<file path="src/rtl/gray_pkg.sv">
// Gray-code helpers and side selectors shared by the FIFO pointer blocks.
// Functions work on zero-extended 32-bit values, so they fit any width.
package gray_pkg;

  localparam int SIDE_WR = 0;
  localparam int SIDE_RD = 1;

  function automatic logic [31:0] bin2gray(input logic [31:0] b);
    return b ^ (b >> 1);
  endfunction

  function automatic logic [31:0] gray2bin(input logic [31:0] g);
    logic [31:0] b;
    b[31] = g[31];
    for (int i = 30; i >= 0; i--) begin
      b[i] = b[i+1] ^ g[i];
    end
    return b;
  endfunction

endpackage

</file>
<file path="src/rtl/gray2bin_p.sv">
// Combinational Gray-to-binary converter (XOR prefix from the MSB).
// Ports: g = Gray input (W bits), b = binary output (W bits).
module gray2bin_p #(
  parameter int W = 4
) (
  input  logic [W-1:0] g,
  output logic [W-1:0] b
);

  for (genvar i = 0; i < W; i++) begin : g_bit
    assign b[i] = ^g[W-1:i];
  end

endmodule

</file>
<file path="src/rtl/gray_ptr_ctrl.sv">
// One side of an async FIFO: local binary/Gray pointer, full or empty
// flag, and fill level.
// Ports: clk, rst (async, high); inc = advance request; remote_gray =
// synced far-side Gray pointer; ack = inc accepted; ptr_bin/ptr_gray =
// local pointer; addr = RAM address; flag = full (write) / empty (read);
// level = fill count.
module gray_ptr_ctrl
  import gray_pkg::*;
#(
  parameter int AW        = 8,
  parameter int SIDE      = 0,
  parameter int CONV_PIPE = 1
) (
  input  logic          clk,
  input  logic          rst,
  input  logic          inc,
  input  logic [AW:0]   remote_gray,
  output logic          ack,
  output logic [AW:0]   ptr_bin,
  output logic [AW:0]   ptr_gray,
  output logic [AW-1:0] addr,
  output logic          flag,
  output logic [AW:0]   level
);

  localparam int N = AW + 1;

  logic [N-1:0] nb;
  logic [N-1:0] ng;
  logic [N-1:0] rg_cmp;
  logic [N-1:0] rbin_c;
  logic [N-1:0] rbin;
  logic [N-1:0] level_nx;
  logic         flag_nx;

  assign ack  = inc & ~flag;
  assign addr = ptr_bin[AW-1:0];
  assign nb   = ptr_bin + N'(ack);
  assign ng   = N'(bin2gray(32'(nb)));

  gray2bin_p #(
    .W (N)
  ) u_g2b (
    .g (remote_gray),
    .b (rbin_c)
  );

  if (CONV_PIPE != 0) begin : g_pipe
    logic [N-1:0] rbin_q;
    always_ff @(posedge clk or posedge rst) begin
      if (rst) begin
        rbin_q <= '0;
      end else begin
        rbin_q <= rbin_c;
      end
    end
    assign rbin = rbin_q;
  end else begin : g_comb
    assign rbin = rbin_c;
  end

  // Full: remote is one lap behind, which in Gray means the two
  // MSBs are inverted and the rest match.
  if (SIDE == SIDE_WR) begin : g_wr
    assign rg_cmp   = {~remote_gray[AW:AW-1], remote_gray[AW-2:0]};
    assign level_nx = nb - rbin;
  end else begin : g_rd
    assign rg_cmp   = remote_gray;
    assign level_nx = rbin - nb;
  end

  assign flag_nx = (ng == rg_cmp);

  always_ff @(posedge clk or posedge rst) begin
    if (rst) begin
      ptr_bin  <= '0;
      ptr_gray <= '0;
      flag     <= (SIDE == SIDE_RD);
      level    <= '0;
    end else begin
      ptr_bin  <= nb;
      ptr_gray <= ng;
      flag     <= flag_nx;
      level    <= level_nx;
    end
  end

endmodule

</file>
<file path="config.mk">
export PLATFORM = sky130hd
export DESIGN_NAME = gray_ptr_ctrl
export DESIGN_NICKNAME = d
export VERILOG_FILES = /design/src/rtl/gray_pkg.sv /design/src/rtl/gray2bin_p.sv /design/src/rtl/gray_ptr_ctrl.sv
export SDC_FILE = /design/constraint.sdc
export NUM_CORES = 1
export LEC_CHECK = 0
export ABC_AREA = 1
export BUFFER_PORTS_ARGS = -buffer_cell sky130_fd_sc_hd__buf_2
export CORE_ASPECT_RATIO = 1.1
export CORE_UTILIZATION = 45
export CTS_CLUSTER_DIAMETER = 100
export DETAILED_ROUTE_END_ITERATION = 8
export GPL_ROUTABILITY_DRIVEN = 0
export PLACE_DENSITY = 0.66
export SETUP_SLACK_MARGIN = 0.2
export SYNTH_ARGS = -nofsm -noshare
export SYNTH_HDL_FRONTEND = slang
export SYNTH_HIERARCHICAL = 1
export SYNTH_SLANG_ARGS = --single-unit
</file>
<file path="constraint.sdc">
create_clock -name clk -period 5.15 [get_ports clk]
set_clock_uncertainty 0.05 [all_clocks]
set_input_delay 0.7725 -clock clk [delete_from_list [all_inputs] [get_ports clk]]
set_output_delay 0.7725 -clock clk [all_outputs]
set_load 0.05 [all_outputs]
</file>
==> metrics.md <==
| Metric | Value |
|---|---|
| Status | complete, no violations |
| Die W | 70.8 µm |
| Number of H-tree levels | 2 |
| Worst slew pin tran | about 450 ps |
| Hold Crit Class | register to register |
| Total number of vias | about 2100 |
| MaxCap Viol Count | 0 |
| Inserted Clock Buffers | 5 |
| Synth Area per Inst | about 7 µm² |
| Cells after Synth | between 300 and 400 |
| Endpoints failing setup | 0 |
| # hold bufs at CTS | 0 |
| Critical-path cell list | buf_2 -> inv_1 -> nor2_1 -> ha_1 -> nand3_1 -> nor2_2 -> nand2_1 -> nand2_1 -> nand2_2 -> ha_1 -> a21oi_1 -> inv_1 -> nor2_1 -> nand2_1 -> nand3_1 -> nand2_1 |
| Post-route ant nets | 0 |
| Ys Warns | 6 |
| Max Slew Vio Count | 0 |
| Crit path kind | input pin to register |
| Pre-Repair DR Iteration Count | 6 |
| Num ports | 49 |
| Crit share post-route | 51.0% |
| Core area | about 5000 µm² |
| DRT Wirelength | a little under 5000 µm |
| Crit path capture type | register |
| Starting density of the core | a little under half |
| Type of origin of the critical path | input pin |
| Critical Path Slowest Stage Cell | ha_1 |
| CTS resizes | 0 |
| Cell mode on critical path | nand2_1 |
| Share of cells above drive strength 1 | roughly 18% |
| Die area | 5500 µm² |
| Via density | between 4 and 5 |
| Static Leak | 1.65 nW |
| GRT Util Overall | between 10% and 20% |
| Fmax | around 380 MHz |
| Largest net degree at the start of global routing | 37 |
| First-pass GRT wire length | around 8300 µm |
| Initial antenna violation count | 0 |
| Yosys cell types | 22 |
| Yosys reg bits | 36 |
| DR DRC count | 0 |
| Final Cell Area | roughly 2700 µm² |
| Mapped Area | about 2300 µm² |
| Post-DP HPWL | roughly 4000 µm |
| CTS tree | built |
| RSZ-0062 raised after global routing | false |
| Final hold vios | 0 |
| Max clock buf depth | 2 |
| Fillers | ~490 |
| Port Buffers | 48 |
| Area grow syn2layout | 15.2% |
| Placement Setup Slack | between 2000 and 2500 ps |
| Setup_tns | 0 ps |
| P per Cell Area | approximately 640 nW/µm² |
| Worst-path clk slew | approximately 80 ps |
| Std cell rows | 27 |
| Max incr delay on CP | ~330 ps |
| # diodes | 0 |
| Post-DR wirelength/cell | 10.9 µm |
| Seq/Total Area, Yosys | 38.5% |
| Fin crit period | roughly 2600 ps |
| Total grt overflow | 0 |
| Clk root buf | clkbuf_8 |
| Syn_nets | 360 |
| Rel. slew slack | 70.2% |
| Req. time, crit path | between 5000 and 6000 ps |
| Setup WS post-layout | 2520 ps |
| CP max FO | 5 |
| Nets | 406 |
| Largest vdd supply drop | 0.283 mV |
| Vias in the first global route | approximately 2000 |
| Post-CTS setup buffer count | 0 |
| Initial DRC count | 57 |
| Clock Sinks | 36 |
| Arrival @ worst endpoint | 2770 ps |
| Skew-Pair Late Insertion Delay | around 300 ps |
| Final core utilization | a little over half |
| Placed Area | roughly 2600 µm² |
| Die height | slightly below 80 µm |
-- through the flow --
step,power (mW),std cells,hold slack [ps]
2_1_floorplan,1.28,340,443
6_report,1.72,445,469
5_1_grt,1.85,445,492
3_3_place_gp,1.46,437,462
4_1_cts,1.73,445,476
3_5_place_dp,1.48,437,464
-- per-layer routing --
layer | part of all wire (%) | GRT usage [%] | wire (µm)
met1 | 45 | 23.6 | 2170
met2 | 51 | 34.5 | 2480
met3 | 2.7 | 4.29 | 131
met4 | 1.2 | 6.40 | 59
met5 | 0 | 0 | 0
-- worst max-delay path: cells and delay by family --
family | cells | cell delay [ps]
buffers and inverters | 3 | 170
adders and majority gates | 2 | 560
AOI/OAI and AO/OA | 1 | 180
and+or+nand+nor | 10 | 1070
-- sequential cells by signal, summed over array words and instances (netlist names) --
signal / cells
g_pipe.rbin_q: 9
level: 9
ptr_bin: 9
ptr_gray: 8
flag: 1
-- power breakdown --
| group | internal [mW] | leakage [nW] | switching, mW |
|---|---|---|---|
| Sequential | 0.381 | 0.441 | 0.0591 |
| Combinational | 0.256 | 1.15 | 0.767 |
| Clock | 0.143 | 0.0541 | 0.110 |
| Total | 0.780 | 1.65 | 0.936 |
-- synth_stat cells (all sizes together) --
| cell | count | share of area (%) |
|---|---|---|
| buf | 10 | 3.2 |
| dfrtp | 36 | 38 |
| xnor2 | 7 | 2.6 |
| and2 | 1 | 0.27 |
| o21ai | 4 | 0.85 |
| inv | 55 | 8.8 |
| nand3 | 40 | 8.5 |
| nand4 | 2 | 0.53 |
| a21oi | 2 | 0.43 |
| nor2 | 19 | 3.5 |
| fa | 1 | 0.85 |
| ha | 7 | 3.7 |
| nand3b | 3 | 0.96 |
| o21bai | 1 | 0.32 |
| xor2 | 7 | 3.3 |
| nand2 | 145 | 24 |
-- layout make-up --
class,instances,area [µm²],area share [%]
well taps,58,72.6,2.69
inverters,55,206,7.65
repair buffers,49,248,9.18
clock inverters,3,42.5,1.58
clock buffers,5,68.8,2.55
flip-flops and latches,36,901,33.4
multi-input cells,239,1160,43.0
-- cell usage in the layout, fill, tap and decap left out, drive strengths merged, types with 5 or more instances in the layout --
cell type,n
buf,49
clkbuf,5
dfrtp,36
ha,7
inv,55
nand2,145
nand3,40
nor2,19
xnor2,7
xor2,7
-- kinds of logic after synthesis --
group,Yosys count,synth area share [%]
adder cells (fa/ha/maj),8,4.59
AO/OA/AOI/OAI,7,1.60
buffers and inverters,65,12.0
flip-flops,36,38.5
XOR/XNOR,14,5.88
AND/OR/NAND/NOR,210,37.4
-- final timing paths --
path / from / endpoint / slack, ps / cells past startpoint
setup / recovery: inc / level[8]$_DFF_PP0_ / 2520 / 16
hold / removal: g_pipe.rbin_q[0]$_DFF_PP0_ / level[0]$_DFF_PP0_ / 470 / 2
setup reg to reg: flag$_DFF_PP0_ / level[8]$_DFF_PP0_ / 2690 / 14
hold reg to reg: g_pipe.rbin_q[0]$_DFF_PP0_ / level[0]$_DFF_PP0_ / 470 / 2
max in group asynchronous: rst / ptr_gray[6]$_DFF_PP0_ / 4220 / 3
min in group asynchronous: rst / ptr_gray[2]$_DFF_PP0_ / 510 / 3
Power figures use the tool's default switching activity.
